===== src/rtl/fft_pkg.sv =====
// fft_pkg: shared FFT widths, complex field positions, unloader state codes
// and the bit-reversal helper used by every FFT address path.
package fft_pkg;

    localparam int FFT_ADDR_W = 5;
    localparam int FFT_DATA_W = 64;

    localparam int RE_MSB = 63;
    localparam int RE_LSB = 32;
    localparam int IM_MSB = 31;
    localparam int IM_LSB = 0;

    typedef logic [1:0] state_t;

    localparam logic [1:0] ST_IDLE  = 2'd0;
    localparam logic [1:0] ST_READ  = 2'd1;
    localparam logic [1:0] ST_DRAIN = 2'd2;

    // Reverses the low w bits of v; bits at and above w come back zero.
    function automatic logic [15:0] bit_rev(input logic [15:0] v, input int w);
        logic [15:0] r;
        r = '0;
        for (int i = 0; i < 16; i++)
            if (i < w) r[i] = v[w-1-i];
        return r;
    endfunction

endpackage


===== src/rtl/sync_fifo.sv =====
// sync_fifo: single-clock FIFO with occupancy count; a push into a full FIFO
// is taken only when a pop happens in the same cycle.
module sync_fifo #(
    parameter int WIDTH = 8,
    parameter int DEPTH = 4
) (
    input  logic                       clk,
    input  logic                       rst_n,
    input  logic                       push,
    input  logic [WIDTH-1:0]           push_data,
    input  logic                       pop,
    output logic [WIDTH-1:0]           head,
    output logic                       empty,
    output logic [$clog2(DEPTH+1)-1:0] count
);
    localparam int AW = (DEPTH > 1) ? $clog2(DEPTH) : 1;
    localparam int CW = $clog2(DEPTH + 1);

    logic [WIDTH-1:0] mem [DEPTH];
    logic [AW-1:0]    wp, rp;
    logic             full, do_push, do_pop;

    always_comb begin
        empty   = count == '0;
        full    = count == CW'(DEPTH);
        do_pop  = pop & ~empty;
        do_push = push & (~full | do_pop);
        head    = mem[rp];
    end

    always_ff @(posedge clk or negedge rst_n) begin
        if (!rst_n) begin
            wp    <= '0;
            rp    <= '0;
            count <= '0;
        end else begin
            if (do_push) wp <= (wp == AW'(DEPTH - 1)) ? '0 : wp + AW'(1);
            if (do_pop) rp <= (rp == AW'(DEPTH - 1)) ? '0 : rp + AW'(1);
            count <= count + CW'(do_push) - CW'(do_pop);
        end
    end

    always_ff @(posedge clk) begin
        if (do_push) mem[wp] <= push_data;
    end

endmodule


===== src/rtl/fft_result_unloader.sv =====
// fft_result_unloader: streams the FFT result memory out as a valid/ready bin
// stream, issuing reads only against buffer credit so no read data is ever lost.
module fft_result_unloader
    import fft_pkg::*;
#(
    parameter int ADDR_W     = FFT_ADDR_W,
    parameter int DATA_W     = FFT_DATA_W,
    parameter int RD_LAT     = 2,
    parameter int FIFO_DEPTH = 4,
    parameter bit BIT_REV    = 1'b0
) (
    input  logic              clk,
    input  logic              rst_n,
    input  logic              fft_done,
    output logic              rd_en,
    output logic [ADDR_W-1:0] rd_addr,
    input  logic [DATA_W-1:0] rd_data,
    output logic              out_valid,
    input  logic              out_ready,
    output logic [DATA_W-1:0] out_data,
    output logic [ADDR_W-1:0] out_index,
    output logic              out_last,
    output logic              busy,
    output logic              overrun
);
    localparam int MW = ADDR_W + 1;
    localparam int PW = RD_LAT * MW;
    localparam int FW = DATA_W + MW;
    localparam int CW = $clog2(FIFO_DEPTH + 1);

    state_t            state, state_nx;
    logic              done_q, rd_last, trig, start, pop, issue, is_last, empty;
    logic [ADDR_W-1:0] cnt, cur, addr;
    logic [RD_LAT-1:0] pipe_v;
    logic [PW-1:0]     pipe_m;
    logic [FW-1:0]     head;
    logic [CW-1:0]     count;
    int                occ;

    // occ is what the buffer will hold after this edge if every in-flight read lands
    always_comb begin
        trig     = fft_done & ~done_q;
        start    = trig & (state == ST_IDLE);
        pop      = out_valid & out_ready;
        occ      = int'(count) - int'(pop) + int'(rd_en) + $countones(pipe_v);
        issue    = (start | (state == ST_READ)) & (occ < FIFO_DEPTH);
        cur      = start ? '0 : cnt;
        is_last  = &cur;
        addr     = BIT_REV ? ADDR_W'(bit_rev(16'(cur), ADDR_W)) : cur;
        state_nx = start ? ST_READ
                 : (state == ST_READ && issue && is_last) ? ST_DRAIN
                 : (state == ST_DRAIN && pop && out_last) ? ST_IDLE
                 : state;
    end

    always_ff @(posedge clk or negedge rst_n) begin
        if (!rst_n) begin
            state   <= ST_IDLE;
            done_q  <= 1'b1;
            cnt     <= '0;
            rd_en   <= 1'b0;
            rd_addr <= '0;
            rd_last <= 1'b0;
            pipe_v  <= '0;
            pipe_m  <= '0;
            overrun <= 1'b0;
        end else begin
            state   <= state_nx;
            done_q  <= fft_done;
            overrun <= overrun | (trig & (state != ST_IDLE));
            rd_en   <= issue;
            pipe_v  <= RD_LAT'({pipe_v, rd_en});
            pipe_m  <= PW'({pipe_m, rd_last, rd_addr});
            if (issue) begin
                rd_addr <= addr;
                rd_last <= is_last;
                cnt     <= cur + ADDR_W'(1);
            end else if (start) begin
                cnt <= '0;
            end
        end
    end

    sync_fifo #(
        .WIDTH(FW),
        .DEPTH(FIFO_DEPTH)
    ) u_fifo (
        .clk      (clk),
        .rst_n    (rst_n),
        .push     (pipe_v[RD_LAT-1]),
        .push_data({pipe_m[PW-1 -: MW], rd_data}),
        .pop      (pop),
        .head     (head),
        .empty    (empty),
        .count    (count)
    );

    assign busy      = state != ST_IDLE;
    assign out_valid = ~empty;
    assign out_data  = head[DATA_W-1:0];
    assign out_index = head[DATA_W +: ADDR_W];
    assign out_last  = ~empty & head[FW-1];

endmodule


===== config.mk =====
export PLATFORM = sky130hd
export DESIGN_NAME = fft_result_unloader
export DESIGN_NICKNAME = d
export VERILOG_FILES = /design/src/rtl/fft_pkg.sv /design/src/rtl/sync_fifo.sv /design/src/rtl/fft_result_unloader.sv
export SDC_FILE = /design/constraint.sdc
export NUM_CORES = 1
export LEC_CHECK = 0
export BUFFER_PORTS_ARGS = -buffer_cell sky130_fd_sc_hd__buf_4
export CAP_MARGIN = 30
export CORE_UTILIZATION = 47
export CTS_CLUSTER_SIZE = 12
export DETAILED_ROUTE_END_ITERATION = 12
export MAX_ROUTING_LAYER = met4
export PLACE_DENSITY = 0.75
export SLEW_MARGIN = 20
export SYNTH_ARGS = -nofsm -noshare
export SYNTH_HDL_FRONTEND = slang
export SYNTH_SLANG_ARGS = --single-unit

===== constraint.sdc =====
create_clock -name clk -period 7.79 [get_ports clk]
set_input_delay 1.9475 -clock clk [delete_from_list [all_inputs] [get_ports clk]]
set_output_delay 1.9475 -clock clk [all_outputs]
set_load 0.005 [all_outputs]

==> impl_metrics.ini, run 1 <==
[timing]
fin_crit_sh_pct = 62.9
tns_ps = 0
slew_headroom_pct = 45.7
drv_slew = 0
hold_violations = 0
worst_slew_pin_slew_ps = 808
layout_min_cycle_time_ps = 4900
setup_violations = 0
rsz0062_at_grt = no
fin_worst_skew_ps = 8.23
layout_setup_ws_ps = 2890
max_freq_mhz = 204

[critical_path]
crit_fanout = 40
startpoint_type = flop
timing.critical_path.required_ps = 5840
worst-r2r-setup-slack_ps = 4770
r2r.worst_path.cells = 9
critical_path_class = flop to output pin
r2r_start = u_fifo.count[1]
r2r-end = cnt[1]
worst_setup_path_end_kind = output pin
crit_arrival_ps = 2960

[route]
wl_per_cell_um = 20.9
drc_errors = 0
vias = 5412
routed_wl_um = 21000
ant_nets = 0
drtIter0Drc = 314
first_pass_iters = 4
routed_via_density = 5.37

[finish]
final_cells = 1007
multiInputGateArea_um2 = 2250
layout.nets = 748
fin_util_pct = 58.8
syn2layout_area_growth_pct = 22.5
fill_cells = 1749
antenna_cells = 0
drive_gt1_share_pct = 41.4
area.sequential_um2 = 9340

[status]
outcome = complete, no violations

[die]
coreArea_um2 = 24400
dieArea_um2 = 25500
die_w_um = 160
fp-row-count = 57
fp.dieH_um = 160
start_util_pct = 48.0
io_pins = 147

[synthesis]
yosysWarnings = 0
netlist_instances = 493
syn-num-nets = 577
seq_area_frac_synth_pct = 79.7
ys_types = 34
syn_area_per_cell_um2 = 23.7
synth_edf_count = 280
async_reset_ff_share_pct = 11.7
synth_area_um2 = 11700
postSynthRegisterBits = 317
synthFlopType = edfxtp_1

[global_route]
grt_pass1_vias = 6011
grt.total_usage_pct = 17.5
grt_pass1_wl_um = 33100
antenna_found_initial = 0
overflow = 0
gr-usage-met2_pct = 28.3
grt_start_max_net_pins = 48
grt_most_used_layer = met2
globalRouteMet3Util_pct = 4.05
grt_use_met1_pct = 22.6

[placed_design]
gp_congestion = 0.786
port-buffer-count = 146
pre_cts_slack_ps = 3320
dp_cells = 952
hpwl_um = 12900

[run]
maxCapViolations = 0

[pwr]
power_switching_uw = 1500
switching_share_pct = 27.0
clockPowerShare_pct = 27.0
power.total_uw = 5550
cellLeakagePower_uw = 0.00514
pwr_density_cell_nw_per_um2 = 387
pwr-share-comb_pct = 28.9
vdd_drop_max_mv = 0.238
p_int_uw = 4050
seq_power_share_pct = 44.1

[clock_network]
cts_resized = 0
cts_setup_buffers = 0
cts_made_buffers = 34
clkSinkCount = 317
cts_tree = yes
ctsHoldBuffers = 0
clock_latency_ps = 490
root_buffer = clkbuf_16
htreeDepth = 2
clock_path_buffers = 3
clk_transition_reported_paths_ps = 60

[worst_hold_path]
hold_path_class = flop to flop
hold_path_startpoint = pipe_m[4]
holdPathStages = 0
hold_path_end = pipe_m[10]
through the flow:
step / hold slack [ps] / instance area, um^2
global route: 350 / 14300
detailed placement: 335 / 13300
finish: 340 / 14300
CTS: 345 / 14300
floorplan: 331 / 11700
global placement: 333 / 13200
power groups by stage:
stage / clock network, uW / registers, uW / logic [uW]
after floorplan: 0 / 2370 / 983
after global placement: 0 / 2510 / 1500
after detailed placement: 0 / 2490 / 1630
after CTS: 1530 / 2460 / 1640
after global routing: 1600 / 2490 / 1730
final: 1500 / 2450 / 1600
flip-flops by register name (all words and copies together), names as in the netlist, 3 cells and up:
name,flops
rd_addr,5
cnt,5
u_fifo.mem,280
u_fifo.count,3
pipe_m,12
cell type report:
class                           count  share of cell area [%]
Clock inverter                      4                   0.305
Tap cell                          324                    2.83
Inverter                           15                   0.393
Clock buffer                       51                    6.96
Sequential cell                   317                    65.2
Multi-Input combinational cell    144                    15.7
Timing Repair Buffer              152                    8.66
synthesized netlist by cell type, types with 2 or more instances:
cell / number / area [um^2]
mux4_2: 70 / 1580
buf_2: 8 / 40.0
nor2_1: 6 / 22.5
and3_1: 2 / 12.5
nand2_1: 6 / 22.5
nand3_1: 3 / 15.0
clkbuf_1: 9 / 33.8
edfxtp_1: 280 / 8410
ha_1: 15 / 188
nand2b_1: 2 / 12.5
a21o_1: 2 / 15.0
inv_1: 14 / 52.6
dfrtp_1: 36 / 901
o21ai_0: 2 / 10.0
mux2i_1: 2 / 20.0
and2_1: 10 / 62.6
xor2_1: 3 / 26.3
mux2_4: 7 / 105
cell usage in the layout, fill, tap and decap left out, types with 7 or more instances in the layout:
cell | Yosys | routed
edfxtp_1 | 280 | 280
buf_4 | 0 | 147
mux4_2 | 70 | 70
clkbuf_16 | 0 | 37
dfrtp_1 | 36 | 34
ha_1 | 15 | 15
inv_1 | 14 | 14
clkbuf_1 | 9 | 12
mux2_4 | 7 | 7
logic make-up (layout without fill, tap and decap cells):
group	after synthesis	after routing	synth area share [%]
compound gates	11	11	0.887
xor+xnor	4	4	0.299
fa+ha+maj	16	16	1.77
buf+inv	32	222	1.11
flops	317	317	79.7
mux	80	80	14.6
simple gates	33	33	1.56
worst max-delay path by stage:
stage / start / end / slack, ps / depth (start not counted)
after floorplan: out_ready / u_fifo.mem[0][0] / 3460 / 2
after global placement: u_fifo.rp[0] / out_data[50] / 3330 / 3
after detailed placement: u_fifo.rp[0] / out_data[50] / 3320 / 3
after CTS: u_fifo.rp[0] / out_data[50] / 2780 / 3
after global routing: u_fifo.rp[0] / out_data[50] / 2650 / 3
final: u_fifo.rp[0] / out_data[50] / 2890 / 3
metal layers:
metal	share of wire (%)	wire length (um)
met1	42	8820
met2	50	10500
met3	6.4	1350
met4	1.5	322
met5	0	0
critical path: stages, from the launching register on:
cell and delay, ps:
dfrtp_4 870, buf_4 720, mux4_2 650, buf_4 160
Power figures use the tool's default switching activity.
==> run 2, diff against run 1 <==
- clock period: 7.79 -> 4.6 ns (I/O delays scaled with it)
==> impl_metrics.ini, run 2 (synthesized netlist as in run 1, its figures left out) <==
[global_route]
grt_most_used_layer = met2
overflow = 0
gr-usage-met2_pct = 28.7
grt_pass1_vias = 5913
antenna_found_initial = 0
globalRouteMet3Util_pct = 4.47
grt_start_max_net_pins = 62
grt_use_met1_pct = 22.4
grt_pass1_wl_um = 33200
grt.total_usage_pct = 17.7

[placed_design]
port-buffer-count = 146
hpwl_um = 12900
gp_congestion = 0.805

[finish]
final_common_cell = edfxtp_1
drive_gt1_share_pct = 41.2
antenna_cells = 0
layout.nets = 749
fin_util_pct = 58.6
layout_common_cells = edfxtp_1 (280), buf_4 (148), mux4_2 (70), clkbuf_16 (34), dfrtp_1 (34)
largest_reg_flops = 280
regMostFlops = u_fifo.mem
reg_top3 = u_fifo.mem x280, pipe_m x12
syn2layout_area_growth_pct = 22.0

[critical_path]
cp_slowest_stage_delay_ps = 810
critical_path_class = flop to output pin
worstPathCellList = buf_12 > mux4_2 > buf_4
crit_arrival_ps = 2440
crit_fanout = 36
timing.critical_path.required_ps = 3450
crit_family = flip-flops
worst_setup_path_end_kind = output pin
startpoint_type = flop
path_buf_inv = 2
critPathSlowestCell = dfrtp_4

[route]
ant_nets = 0
routed_wl_um = 21200
drc_errors = 0
vias = 5364
wl_per_cell_um = 21.0
routed_via_density = 5.32
drtIter0Drc = 330
first_pass_iters = 4

[clock_network]
cts_tree = yes
root_buffer = clkbuf_16
cts_setup_buffers = 0
cts_resized = 0
clock_path_buffers = 3
clkSinkCount = 317
htreeDepth = 2
ctsHoldBuffers = 0
clock_latency_ps = 510
cts_made_buffers = 34
clk_transition_reported_paths_ps = 60

[die]
coreArea_um2 = 24400
fp.dieH_um = 160
io_pins = 147
fp-row-count = 57
die_w_um = 160
start_util_pct = 48.0
dieArea_um2 = 25500

[timing]
fin_worst_skew_ps = 17.8
tns_ps = 0
drv_slew = 0
rsz0062_at_grt = no
hold_violations = 0
setup_violations = 0
fin_crit_sh_pct = 78.0
max_freq_mhz = 279
layout_min_cycle_time_ps = 3590
worst_slew_pin_slew_ps = 916
slew_headroom_pct = 38.9
worst_hold_slack_ps = 343

[status]
outcome = complete, no violations

[pwr]
pwr_density_cell_nw_per_um2 = 651
cellLeakagePower_uw = 0.00511
vdd_drop_max_mv = 0.430

[run]
maxCapViolations = 0

[worst_hold_path]
hold_path_class = flop to flop
==> run 2: path summary, 6_finish.rpt <==
check                                startpoint  slack (ps)      endpoint  cells after the start
max in group asynchronous                 rst_n        3630  u_fifo.rp[0]                      1
min in group asynchronous                 rst_n         610    rd_addr[1]                      1
worst max-delay path               u_fifo.rp[0]        1010  out_data[10]                      3
worst min register to register        pipe_m[4]         340    pipe_m[10]                      0
worst max register to register  u_fifo.count[1]        1680       rd_last                      9
worst min-delay path                  pipe_m[4]         340    pipe_m[10]                      0
==> run 2: worst register-to-register path: cells and delay by family (launching register included) <==
kind,cells,cell delay [ps]
AOI/OAI and AO/OA,2,880
adders and majority gates,3,840
buffers and inverters,2,150
DFF,1,430
muxes,1,330
and+or+nand+nor,1,170
==> run 2: cell type report <==
type                    instances  area [um^2]
multi-input cells             144         2250
flip-flops and latches        317         9340
inverters                      15         56.3
clock inverters                12         96.3
fillers                      1792        10100
clock buffers                  44          888
repair buffers                153         1240
well taps                     324          405
==> run 2: metrics by stage <==
step                power [uW]  worst slack, ps  area (um^2)  cells
global route              9740              849        14300   1009
CTS                       9430              921        14300   1009
finish                    9290             1010        14300   1009
floorplan                 5690             1070        11700    493
detailed placement        6970             1300        13300    953
global placement          6810             1360        13200    949
==> run 2: layer usage <==
layer / part of all wire [%] / wire (um) / vias to the layer above
met4: 1.5 / 325 / 0
met2: 50 / 10700 / 164
li1: - / - / 2370
met1: 41 / 8770 / 2795
met3: 6.7 / 1420 / 35
met5: 0 / 0 / -
==> run 2: power by group <==
group | internal [uW] | switching, uW | total, uW
Sequential | 3820 | 364 | 4190
Clock | 1420 | 1010 | 2430
Combinational | 1500 | 1180 | 2680
Total | 6740 | 2560 | 9290
